### src/rtl/hockey_input_sched_pkg.sv
// rtl/hockey_input_sched_pkg.sv - shared constants and types for the hockey input scheduler
package hockey_input_sched_pkg;

    localparam logic [1:0] DIR_STRAIGHT = 2'd0;
    localparam logic [1:0] DIR_UP       = 2'd1;
    localparam logic [1:0] DIR_DOWN     = 2'd2;
    localparam logic [1:0] DIR_ILLEGAL  = 2'd3;

    localparam logic [2:0] Y_MAX = 3'd4;

    localparam logic PLAYER_A = 1'b0;
    localparam logic PLAYER_B = 1'b1;

    typedef enum logic {
        ST_IDLE,
        ST_OFFER
    } offer_state_t;

    function automatic logic hit_legal(input logic [2:0] y, input logic [1:0] dir);
        return (y <= Y_MAX) && (dir != DIR_ILLEGAL);
    endfunction

endpackage

### src/rtl/hockey_input_sched_btn_conditioner.sv
// rtl/hockey_input_sched_btn_conditioner.sv - button synchroniser, debouncer and press pulse
module btn_conditioner #(
    parameter int DB_CYCLES = 16
) (
    input  logic clk,
    input  logic rst,
    input  logic raw,
    output logic press
);

    localparam int CW = (DB_CYCLES > 2) ? $clog2(DB_CYCLES) : 1;
    localparam logic [CW-1:0] CNT_LAST = CW'(DB_CYCLES - 1);

    logic          meta;
    logic          sync;
    logic          level;
    logic [CW-1:0] cnt;

    // The counter only runs while the synchronised input disagrees with the accepted level.
    always_ff @(posedge clk or posedge rst) begin
        if (rst) begin
            meta  <= 1'b0;
            sync  <= 1'b0;
            level <= 1'b0;
            cnt   <= '0;
            press <= 1'b0;
        end else begin
            meta  <= raw;
            sync  <= meta;
            press <= 1'b0;
            if (sync == level) begin
                cnt <= '0;
            end else if (cnt == CNT_LAST) begin
                level <= sync;
                cnt   <= '0;
                press <= sync;
            end else begin
                cnt <= cnt + 1'b1;
            end
        end
    end

endmodule

### src/rtl/hockey_input_sched.sv
// rtl/hockey_input_sched.sv - hit capture, aging, round-robin offer and game tick
module hockey_input_sched
    import hockey_input_sched_pkg::*;
#(
    parameter int TICK_DIV  = 50_000_000,
    parameter int DB_CYCLES = 16,
    parameter int AGE_TICKS = 3
) (
    input  logic       clk,
    input  logic       rst,
    input  logic       btn_a_raw,
    input  logic       btn_b_raw,
    input  logic [2:0] y_a,
    input  logic [2:0] y_b,
    input  logic [1:0] dir_a,
    input  logic [1:0] dir_b,
    input  logic       core_ready,
    input  logic       req_ack,
    output logic       tick,
    output logic       req_valid,
    output logic       req_player,
    output logic [2:0] req_y,
    output logic [1:0] req_dir,
    output logic       err_a,
    output logic       err_b
);

    localparam int TW = $clog2(TICK_DIV);
    localparam int AW = $clog2(AGE_TICKS + 1);

    logic [1:0]         press;
    logic [1:0][2:0]    y_meta, y_sync;
    logic [1:0][1:0]    dir_meta, dir_sync;
    logic [TW-1:0]      tick_cnt;
    logic [1:0]         full;
    logic [1:0][2:0]    slot_y;
    logic [1:0][1:0]    slot_dir;
    logic [1:0][AW-1:0] slot_age;
    logic [1:0]         legal, offered, granted, expire, avail;
    logic               winner;
    logic               last_grant;
    offer_state_t       state;

    btn_conditioner #(.DB_CYCLES(DB_CYCLES)) u_cond_a (.clk(clk), .rst(rst), .raw(btn_a_raw), .press(press[0]));
    btn_conditioner #(.DB_CYCLES(DB_CYCLES)) u_cond_b (.clk(clk), .rst(rst), .raw(btn_b_raw), .press(press[1]));

    assign tick = (tick_cnt == TW'(TICK_DIV - 1));

    always_ff @(posedge clk or posedge rst) begin
        if (rst) tick_cnt <= '0;
        else     tick_cnt <= tick ? '0 : tick_cnt + 1'b1;
    end

    always_comb begin
        for (int p = 0; p < 2; p++) begin
            legal[p]   = hit_legal(y_sync[p], dir_sync[p]);
            offered[p] = req_valid && (req_player == 1'(p));
            granted[p] = offered[p] && req_ack;
            expire[p]  = full[p] && tick && !offered[p] && (slot_age[p] == AW'(AGE_TICKS - 1));
            avail[p]   = full[p] && !expire[p];
        end
    end

    // Ties go to the player that did not win last; otherwise whichever slot is full.
    assign winner = (&avail) ? ~last_grant : avail[1];

    always_ff @(posedge clk or posedge rst) begin
        if (rst) begin
            y_meta   <= '0;
            y_sync   <= '0;
            dir_meta <= '0;
            dir_sync <= '0;
            full     <= '0;
            slot_y   <= '0;
            slot_dir <= '0;
            slot_age <= '0;
            err_a    <= 1'b0;
            err_b    <= 1'b0;
        end else begin
            y_meta   <= {y_b, y_a};
            y_sync   <= y_meta;
            dir_meta <= {dir_b, dir_a};
            dir_sync <= dir_meta;
            err_a    <= press[0] && !legal[0];
            err_b    <= press[1] && !legal[1];
            for (int p = 0; p < 2; p++) begin
                if (granted[p] || expire[p]) begin
                    full[p] <= 1'b0;
                end else if (full[p] && tick && !offered[p]) begin
                    slot_age[p] <= slot_age[p] + 1'b1;
                end
                // A slot freed in this same cycle can take the new press.
                if (press[p] && legal[p] && (!full[p] || granted[p] || expire[p])) begin
                    full[p]     <= 1'b1;
                    slot_y[p]   <= y_sync[p];
                    slot_dir[p] <= dir_sync[p];
                    slot_age[p] <= '0;
                end
            end
        end
    end

    always_ff @(posedge clk or posedge rst) begin
        if (rst) begin
            state      <= ST_IDLE;
            last_grant <= PLAYER_B;
            req_valid  <= 1'b0;
            req_player <= PLAYER_A;
            req_y      <= '0;
            req_dir    <= '0;
        end else begin
            case (state)
                ST_IDLE: begin
                    if (core_ready && |avail) begin
                        req_valid  <= 1'b1;
                        req_player <= winner;
                        req_y      <= slot_y[winner];
                        req_dir    <= slot_dir[winner];
                        state      <= ST_OFFER;
                    end
                end
                ST_OFFER: begin
                    if (req_ack) begin
                        req_valid  <= 1'b0;
                        last_grant <= req_player;
                        state      <= ST_IDLE;
                    end
                end
                default: state <= ST_IDLE;
            endcase
        end
    end

endmodule

### config.mk
export PLATFORM = sky130hd
export DESIGN_NAME = hockey_input_sched
export DESIGN_NICKNAME = d
export VERILOG_FILES = /design/src/rtl/hockey_input_sched_pkg.sv /design/src/rtl/hockey_input_sched_btn_conditioner.sv /design/src/rtl/hockey_input_sched.sv
export SDC_FILE = /design/constraint.sdc
export NUM_CORES = 1
export LEC_CHECK = 0
export BUFFER_PORTS_ARGS = -buffer_cell sky130_fd_sc_hd__clkbuf_2
export CAP_MARGIN = 5
export CORE_ASPECT_RATIO = 0.7
export CORE_UTILIZATION = 54
export CTS_CLUSTER_SIZE = 30
export DETAILED_ROUTE_END_ITERATION = 7
export PLACE_DENSITY_LB_ADDON = 0.1
export SETUP_SLACK_MARGIN = 0.05
export SLEW_MARGIN = 10
export SYNTH_ARGS = -nofsm -noshare
export SYNTH_HDL_FRONTEND = slang
export SYNTH_HIERARCHICAL = 1
export SYNTH_SLANG_ARGS = --single-unit
### constraint.sdc
create_clock -name clk -period 2.4 [get_ports clk]
set_input_delay 0.48 -clock clk [delete_from_list [all_inputs] [get_ports clk]]
set_output_delay 0.48 -clock clk [all_outputs]
set_load 0.01 [all_outputs]
==> flow_results.xml, run 1 <==
<?xml version="1.0" encoding="UTF-8"?>
<metrics>
  <group name="clocking">
    <metric name="clock_tree.root_cell" unit="">clkbuf_8</metric>
    <metric name="htreeDepth" unit="">3</metric>
    <metric name="clk_path_buf_depth" unit="">2</metric>
    <metric name="clkTransAtPathRegs" unit="ns">0.09</metric>
    <metric name="holdBufCountCts" unit="">0</metric>
    <metric name="clock_sinks" unit="">89</metric>
    <metric name="tritoncts" unit="">done</metric>
    <metric name="clk_latency" unit="ns">0.37</metric>
    <metric name="cts_made_buffers" unit="">9</metric>
  </group>
  <group name="global_route">
    <metric name="globalRouteMet2Util" unit="%">28.39</metric>
    <metric name="grt_pass1_wl" unit="um">11240</metric>
    <metric name="grt.met3_usage" unit="%">7.415</metric>
    <metric name="grt_max_degree" unit="">74</metric>
    <metric name="grt-ovfl-total" unit="">0</metric>
    <metric name="first_global_vias" unit="">2254</metric>
    <metric name="grt.met1_usage" unit="%">32.80</metric>
    <metric name="grt.busiest_layer" unit="">met1</metric>
    <metric name="globalRouteTotalUtil" unit="%">21.36</metric>
    <metric name="number_of_antenna_violations_at_the_first_check_in_global_routing" unit="">0</metric>
  </group>
  <group name="sta">
    <metric name="post-route-period-util" unit="%">105.8</metric>
    <metric name="max-slew-margin-rel" unit="%">66.67</metric>
    <metric name="grt_setup_unrepaired" unit="">yes</metric>
    <metric name="setup_violators_final" unit="">13</metric>
    <metric name="fmaxAchievable" unit="MHz">393.8</metric>
    <metric name="skew" unit="ns">0.009807</metric>
    <metric name="tightestPinTransition" unit="ns">0.4989</metric>
    <metric name="timing.final.max_slew_violations" unit="">0</metric>
    <metric name="slack_of_the_critical_path" unit="ns">-0.1395</metric>
    <metric name="timing.final.hold_violations" unit="">0</metric>
    <metric name="setup_tns" unit="ns">-1.437</metric>
    <metric name="finalWorstPathRequiredPeriod" unit="ns">2.539</metric>
  </group>
  <group name="cells_and_area">
    <metric name="final_cells" unit="">450</metric>
    <metric name="area_growth" unit="%">18.18</metric>
    <metric name="diodes" unit="">0</metric>
    <metric name="fin_nets" unit="">376</metric>
    <metric name="fraction_of_layout_cells_with_a_size_suffix_above_1" unit="%">26.46</metric>
  </group>
  <group name="synthesis">
    <metric name="synth_ff_type" unit="">dfrtp_1</metric>
    <metric name="synth.most_common_cell" unit="">dfrtp_1</metric>
    <metric name="number_of_enable_flip_flop_cells_after_synthesis" unit="">0</metric>
    <metric name="synth.top_cells.by_area" unit="">dfrtp_1 59%, xnor2_1 4.0%, nand3_1 3.1%</metric>
    <metric name="netlist.top_cell.by_area" unit="">dfrtp_1</metric>
    <metric name="netlist_instances" unit="">304</metric>
    <metric name="synth_largest_type_area_fraction" unit="%">59.46</metric>
    <metric name="yosysSeqAreaShare" unit="%">60.17</metric>
    <metric name="synth_fp_nets" unit="">325</metric>
    <metric name="async_sr_flop_fraction" unit="%">100.0</metric>
    <metric name="mappedNetlistArea" unit="sq um">3704</metric>
    <metric name="ys.warnings.count" unit="">6</metric>
    <metric name="synth.top_cells.by_count" unit="">88 x dfrtp_1, 23 x nand3_1, 23 x nor2_1</metric>
    <metric name="post_synth_num_cell_types" unit="">44</metric>
    <metric name="synth-seq-cells" unit="">89</metric>
    <metric name="avgSynthCellArea" unit="sq um">12.18</metric>
  </group>
  <group name="route">
    <metric name="totalWireLength" unit="um">6823</metric>
    <metric name="route.vias.total" unit="">2419</metric>
    <metric name="antenna_violating_nets_post_route" unit="">0</metric>
    <metric name="drt-pass1-iter-count" unit="">4</metric>
    <metric name="avgViaCountPerCell" unit="">5.376</metric>
    <metric name="route.detailed.drc" unit="">0</metric>
    <metric name="initialDrtViolationCount" unit="">134</metric>
    <metric name="wl_per_cell" unit="um">15.16</metric>
  </group>
  <group name="critical_path">
    <metric name="crit_arrival" unit="ns">2.06</metric>
    <metric name="cp-start-kind" unit="">flop</metric>
    <metric name="worst-path-max-fanout" unit="">2</metric>
    <metric name="reg2regPathDepth" unit="">8</metric>
    <metric name="critical_path.reg2reg.startpoint" unit="">tick_cnt[16]$_DFF_PP0_</metric>
    <metric name="timing.rr.end" unit="">slot_y[5]$_DFFE_PP0P_</metric>
    <metric name="worst-setup-path-type" unit="">flop to output pin</metric>
    <metric name="critical_path_capture_point_type" unit="">output pin</metric>
    <metric name="r2r_setup_slack" unit="ns">-0.13</metric>
    <metric name="required" unit="ns">1.92</metric>
  </group>
  <group name="floorplan">
    <metric name="core_area" unit="sq um">6426</metric>
    <metric name="fp.dieW" unit="um">101.0</metric>
    <metric name="die_height" unit="um">71.29</metric>
    <metric name="floorplan.initialDensity" unit="%">57.63</metric>
    <metric name="std_cell_rows" unit="">24</metric>
    <metric name="floorplan.die_area" unit="sq um">7199</metric>
    <metric name="design.portCount" unit="">26</metric>
  </group>
  <group name="power_and_ir_drop">
    <metric name="power_density_normalized_to_cell_area" unit="nW/um^2">709.8</metric>
    <metric name="vdd_drop_max" unit="mV">0.5038</metric>
    <metric name="total_leakage_power" unit="nW">2.059</metric>
  </group>
  <group name="job">
    <metric name="cap_violations" unit="">0</metric>
  </group>
  <group name="place">
    <metric name="place_congestion" unit="">0.7456</metric>
    <metric name="post-place-ws" unit="ns">0.02786</metric>
    <metric name="placed_cells" unit="">429</metric>
    <metric name="hpwlAfterDp" unit="um">4656</metric>
    <metric name="port_buffers" unit="">25</metric>
  </group>
  <group name="status">
    <metric name="failed_checks" unit="">setup timing</metric>
    <metric name="status" unit="">finished, violations left</metric>
  </group>
  <group name="worst_hold_path">
    <metric name="min_path_type" unit="">primary input to asynchronous set/reset pin</metric>
  </group>
</metrics>
cell type report:
| type | instances | area, sq um |
|---|---|---|
| clock buffers | 9 | 123.9 |
| clock inverters | 6 | 91.34 |
| fillers | 514 | 2049 |
| inverters | 11 | 41.29 |
| multi-input cells | 197 | 1448 |
| flip-flops and latches | 89 | 2228 |
| well taps | 91 | 113.9 |
| repair buffers | 47 | 330.3 |
state kept, by name (all words and copies together) (netlist names), 3 cells and up:
| signal | flops |
|---|---|
| dir_meta | 4 |
| y_sync | 6 |
| req_y | 3 |
| u_cond_a/cnt | 4 |
| y_meta | 6 |
| slot_dir | 4 |
| slot_y | 6 |
| tick_cnt | 26 |
| u_cond_b/cnt | 4 |
| dir_sync | 4 |
| slot_age | 4 |
report_power, final:
part	total (mW)	switching, mW	internal, mW
clock network	1.10	0.518	0.585
logic	0.319	0.181	0.138
registers	1.68	0.0794	1.60
total	3.11	0.779	2.33
what timing repair did:
action / 4_1_cts / 5_1_grt
gates resized for setup: 14 / 10
pin swaps: 4 / 1
setup endpoints to repair: 7 / 23
gates cloned: 0 / 0
buffers inserted: 5 / 1
through the flow:
step | instance area, sq um | utilization (%) | hold slack, ns | power [mW]
after CTS | 4335 | 67.47 | 0.05218 | 3.143
final | 4377 | 68.11 | 0.06323 | 3.106
after detailed placement | 4039 | 62.85 | 0.3347 | 2.021
after global placement | 4039 | 62.85 | 0.3328 | 2.016
after global routing | 4377 | 68.11 | 0.07651 | 3.247
after floorplan | 3705 | - | 0.2957 | 1.876
critical path: stages (launching register included):
cell	delay, ns
dfrtp_1	0.40
or4b_4	0.56
nor4_4	0.34
buf_12	0.14
and2_4	0.14
clkbuf_2	0.12
cell usage in the layout, fill, tap and decap left out, types with 3 or more instances in the layout:
master / Yosys / routed
nor2b_1: 7 / 7
xnor2_1: 17 / 17
inv_1: 11 / 10
a21o_1: 3 / 3
nand4_1: 10 / 10
ha_1: 5 / 5
nand2_1: 17 / 17
nor3_1: 7 / 6
a31oi_4: 3 / 3
mux2_4: 2 / 12
xor2_1: 12 / 12
a31oi_1: 9 / 8
dfrtp_1: 88 / 88
clkbuf_2: 1 / 25
and3_1: 5 / 4
buf_4: 1 / 17
nor3b_1: 5 / 5
clkbuf_8: 1 / 9
and4_1: 3 / 3
nand3_1: 23 / 23
nor2_1: 23 / 23
o21ai_0: 10 / 8
kinds of logic (layout without fill, tap and decap cells):
| logic type | after synthesis | count (layout) | synth area share (%) |
|---|---|---|---|
| DFF | 89 | 89 | 60.17 |
| xor gates and xnor gates | 29 | 29 | 6.858 |
| and+or+nand+nor | 115 | 115 | 17.26 |
| AOI/OAI and AO/OA | 35 | 35 | 7.466 |
| buffers and inverters | 18 | 73 | 2.432 |
| adders and majority gates | 5 | 5 | 1.689 |
| muxes | 13 | 13 | 4.122 |
worst max-delay path by stage:
stage	start	to	slack, ns	cells after the start
final	tick_cnt[16]$_DFF_PP0_	tick	-0.14	5
after global routing	tick_cnt[16]$_DFF_PP0_	tick	-0.22	5
after CTS	tick_cnt[16]$_DFF_PP0_	tick	-0.14	5
after detailed placement	tick_cnt[10]$_DFF_PP0_	slot_dir[0]$_DFFE_PP0P_	0.03	6
after global placement	tick_cnt[10]$_DFF_PP0_	slot_y[1]$_DFFE_PP0P_	0.07	6
after floorplan	tick_cnt[10]$_DFF_PP0_	tick	0.05	6
metal layers:
layer / share of wire [%] / up-vias / wire length, um
met1: 52 / 1190 / 3524
met3: 5.1 / 11 / 351
li1: - / 1160 / -
met2: 42 / 58 / 2853
met4: 1.4 / 0 / 93
met5: 0 / - / 0
Note: power is estimated with default switching activity, not from simulation.
==> run 2: changes to the inputs <==
--- a/config.mk
+++ b/config.mk
@@ -5,6 +5,8 @@
 export SDC_FILE = /design/constraint.sdc
 export NUM_CORES = 1
 export LEC_CHECK = 0
+export ABC_AREA = 1
+export ABC_CLOCK_PERIOD_IN_PS = 2400
 export BUFFER_PORTS_ARGS = -buffer_cell sky130_fd_sc_hd__clkbuf_2
 export CAP_MARGIN = 5
 export CORE_ASPECT_RATIO = 0.7
@@ -16,5 +18,4 @@
 export SLEW_MARGIN = 10
 export SYNTH_ARGS = -nofsm -noshare
 export SYNTH_HDL_FRONTEND = slang
-export SYNTH_HIERARCHICAL = 1
 export SYNTH_SLANG_ARGS = --single-unit
==> flow_results.xml, run 2 <==
<?xml version="1.0" encoding="UTF-8"?>
<metrics>
  <group name="synthesis">
    <metric name="yosys.area_share.simple" unit="%">28.29</metric>
    <metric name="synth_largest_type_area_fraction" unit="%">55.70</metric>
    <metric name="yosysSeqAreaShare" unit="%">56.36</metric>
    <metric name="mappedNetlistArea" unit="sq um">3954</metric>
    <metric name="synth-seq-cells" unit="">89</metric>
    <metric name="number_of_enable_flip_flop_cells_after_synthesis" unit="">0</metric>
    <metric name="synth_xor_area_share" unit="%">2.658</metric>
    <metric name="async_sr_flop_fraction" unit="%">100.0</metric>
    <metric name="synth_fp_nets" unit="">458</metric>
    <metric name="synthMuxAreaShare" unit="%">0</metric>
    <metric name="synth_ff_type" unit="">dfrtp_1</metric>
    <metric name="netlist.top_cell.by_area" unit="">dfrtp_1</metric>
    <metric name="avgSynthCellArea" unit="sq um">9.048</metric>
    <metric name="synth.top_cells.by_area" unit="">dfrtp_1 56%, nand2_1 12%, inv_1 5.0%</metric>
    <metric name="netlist_instances" unit="">437</metric>
    <metric name="ys.warnings.count" unit="">0</metric>
    <metric name="synth.most_common_cell" unit="">nand2_1</metric>
    <metric name="synth-compound-area-share" unit="%">5.095</metric>
    <metric name="largest_family_of_logic_cells_by_synthesized_area" unit="">simple AND/OR/NAND/NOR gates</metric>
    <metric name="synth_adder_area_share" unit="%">1.582</metric>
    <metric name="synth.top_cells.by_count" unit="">122 x nand2_1, 88 x dfrtp_1, 53 x inv_1</metric>
    <metric name="post_synth_num_cell_types" unit="">37</metric>
  </group>
  <group name="floorplan">
    <metric name="floorplan.die_area" unit="sq um">7674</metric>
    <metric name="core_area" unit="sq um">6913</metric>
    <metric name="fp.dieW" unit="um">104.3</metric>
    <metric name="floorplan.initialDensity" unit="%">57.19</metric>
    <metric name="std_cell_rows" unit="">25</metric>
    <metric name="die_height" unit="um">73.59</metric>
    <metric name="design.portCount" unit="">26</metric>
  </group>
  <group name="critical_path">
    <metric name="required" unit="ns">1.92</metric>
    <metric name="critical_path_capture_point_type" unit="">output pin</metric>
    <metric name="worst-path-max-fanout" unit="">5</metric>
    <metric name="cp-start-kind" unit="">flop</metric>
    <metric name="crit_arrival" unit="ns">1.74</metric>
    <metric name="r2r_setup_slack" unit="ns">0.43</metric>
    <metric name="worst-setup-path-type" unit="">flop to output pin</metric>
  </group>
  <group name="route">
    <metric name="route.vias.total" unit="">2858</metric>
    <metric name="totalWireLength" unit="um">7209</metric>
    <metric name="avgViaCountPerCell" unit="">4.962</metric>
    <metric name="drt-pass1-iter-count" unit="">5</metric>
    <metric name="antenna_violating_nets_post_route" unit="">0</metric>
    <metric name="route.detailed.drc" unit="">0</metric>
    <metric name="wl_per_cell" unit="um">12.52</metric>
    <metric name="initialDrtViolationCount" unit="">188</metric>
  </group>
  <group name="clocking">
    <metric name="clock_tree.root_cell" unit="">clkbuf_8</metric>
    <metric name="tritoncts" unit="">done</metric>
    <metric name="clkTransAtPathRegs" unit="ns">0.10</metric>
    <metric name="clock_sinks" unit="">89</metric>
    <metric name="holdBufCountCts" unit="">0</metric>
    <metric name="clk_latency" unit="ns">0.37</metric>
    <metric name="clk_path_buf_depth" unit="">2</metric>
    <metric name="cts_made_buffers" unit="">9</metric>
    <metric name="htreeDepth" unit="">3</metric>
  </group>
  <group name="status">
    <metric name="status" unit="">finished, final reports clean</metric>
  </group>
  <group name="place">
    <metric name="port_buffers" unit="">25</metric>
    <metric name="place_congestion" unit="">0.9382</metric>
    <metric name="placedInstanceArea" unit="sq um">4230</metric>
    <metric name="hpwlAfterDp" unit="um">5482</metric>
  </group>
  <group name="global_route">
    <metric name="globalRouteMet2Util" unit="%">29.07</metric>
    <metric name="grt.busiest_layer" unit="">met1</metric>
    <metric name="first_global_vias" unit="">2693</metric>
    <metric name="number_of_antenna_violations_at_the_first_check_in_global_routing" unit="">0</metric>
    <metric name="grt_pass1_wl" unit="um">12500</metric>
    <metric name="grt_max_degree" unit="">31</metric>
    <metric name="grt.met3_usage" unit="%">7.542</metric>
    <metric name="grt-ovfl-total" unit="">0</metric>
    <metric name="globalRouteTotalUtil" unit="%">21.79</metric>
    <metric name="grt.met1_usage" unit="%">32.36</metric>
  </group>
  <group name="sta">
    <metric name="timing.final.hold_violations" unit="">0</metric>
    <metric name="timing.final.max_slew_violations" unit="">0</metric>
    <metric name="skew" unit="ns">0.009890</metric>
    <metric name="finalWorstPathRequiredPeriod" unit="ns">2.223</metric>
    <metric name="max-slew-margin-rel" unit="%">60.03</metric>
    <metric name="tightestPinTransition" unit="ns">0.5983</metric>
    <metric name="post-route-period-util" unit="%">92.63</metric>
    <metric name="grt_setup_unrepaired" unit="">no</metric>
    <metric name="fmaxAchievable" unit="MHz">449.8</metric>
    <metric name="setup_violators_final" unit="">0</metric>
    <metric name="setup_tns" unit="ns">0</metric>
  </group>
  <group name="job">
    <metric name="cap_violations" unit="">0</metric>
  </group>
  <group name="cells_and_area">
    <metric name="diodes" unit="">0</metric>
    <metric name="layout_commonest_cell" unit="">nand2_1</metric>
    <metric name="layout.core_utilization" unit="%">64.18</metric>
    <metric name="mostFrequentLayoutCells" unit="">121 x nand2_1, 88 x dfrtp_1, 51 x inv_1, 47 x nor2_1, 25 x clkbuf_2</metric>
    <metric name="fraction_of_layout_cells_with_a_size_suffix_above_1" unit="%">17.63</metric>
    <metric name="largest_register_ff_count" unit="">26</metric>
    <metric name="largest_register" unit="">tick_cnt</metric>
    <metric name="fin_nets" unit="">498</metric>
    <metric name="fin_area" unit="sq um">4437</metric>
    <metric name="area_growth" unit="%">12.22</metric>
  </group>
  <group name="power_and_ir_drop">
    <metric name="vdd_drop_max" unit="mV">0.4159</metric>
    <metric name="post-layout-total-power" unit="mW">2.575</metric>
    <metric name="total_leakage_power" unit="nW">2.324</metric>
    <metric name="power_density_normalized_to_cell_area" unit="nW/um^2">580.3</metric>
  </group>
  <group name="worst_hold_path">
    <metric name="min_path_type" unit="">primary input to asynchronous set/reset pin</metric>
  </group>
</metrics>
## run 2: cell count changes after synthesis, moves of 8 or more
cell     delta
nand2_1   +105
inv_1      +42
nor2_1     +24
xnor2_1    -15
mux2_2     -10
a21oi_1     +9
a31oi_1     -8
## run 2: through the flow
| stage | hold WS, ns | setup slack (ns) | instances |
|---|---|---|---|
| 6_report | 0.1607 | 0.1770 | 576 |
| 5_1_grt | 0.1883 | 0.05033 | 576 |
| 4_1_cts | 0.1650 | 0.07892 | 576 |
| 3_5_place_dp | 0.3355 | 0.3915 | 558 |
| 3_3_place_gp | 0.3318 | 0.4777 | 558 |
| 2_1_floorplan | 0.3312 | 0.6919 | 437 |
## run 2: kinds of logic after synthesis
kind of cell / after synthesis
AND/OR/NAND/NOR: 234
AO/OA/AOI/OAI: 37
flip-flops: 89
adder cells (fa/ha/maj): 5
XOR/XNOR: 12
buffers and inverters: 60
## run 2: final timing paths
kind / start / endpoint / cells after the start
worst max register to register: tick_cnt[1]$_DFF_PP0_ / req_dir[0]$_DFFE_PP0P_ / 13
min in group clk: y_a[0] / y_meta[0]$_DFF_PP0_ / 1
max in group asynchronous: rst / tick_cnt[20]$_DFF_PP0_ / 3
worst min-delay path: rst / u_cond_b.cnt[2]$_DFF_PP0_ / 2
worst min register to register: dir_meta[3]$_DFF_PP0_ / dir_sync[3]$_DFF_PP0_ / 0
worst max-delay path: tick_cnt[1]$_DFF_PP0_ / tick / 8
## run 2: report_power, final
group | switching (mW) | internal (mW) | total [mW] | leakage (nW)
sequential | 0.0133 | 1.53 | 1.54 | 1.15
clock | 0.566 | 0.399 | 0.966 | 0.0980
combinational | 0.0453 | 0.0237 | 0.0690 | 1.07
## run 2: area by class of cell
class,count,area (sq um)
Fill cell,603,2476
Sequential cell,89,2228
Multi-Input combinational cell,288,1493
Inverter,59,236.5
Timing Repair Buffer,30,175.2
Clock buffer,9,123.9
Tap cell,94,117.6
Clock inverter,7,62.56
## run 2: routing by layer
metal	share of wire, %	wire, um
met2	39	2791
met3	7.4	533
met5	0	0
met1	53	3789
met4	1.3	95
## run 2: repair_timing
item,in CTS,in global routing
pin swaps,1,0
gates resized for setup,1,2
setup buffers,2,0
endpoints found under the setup margin,1,1
## run 2: worst max-delay path: stages, from the launching register on
cell      delay (ns)
dfrtp_1         0.38
ha_2            0.23
nand2_2         0.08
nor2_4          0.15
nand2_4         0.09
nor2_4          0.12
nand2_2         0.10
inv_2           0.09
clkbuf_2        0.13
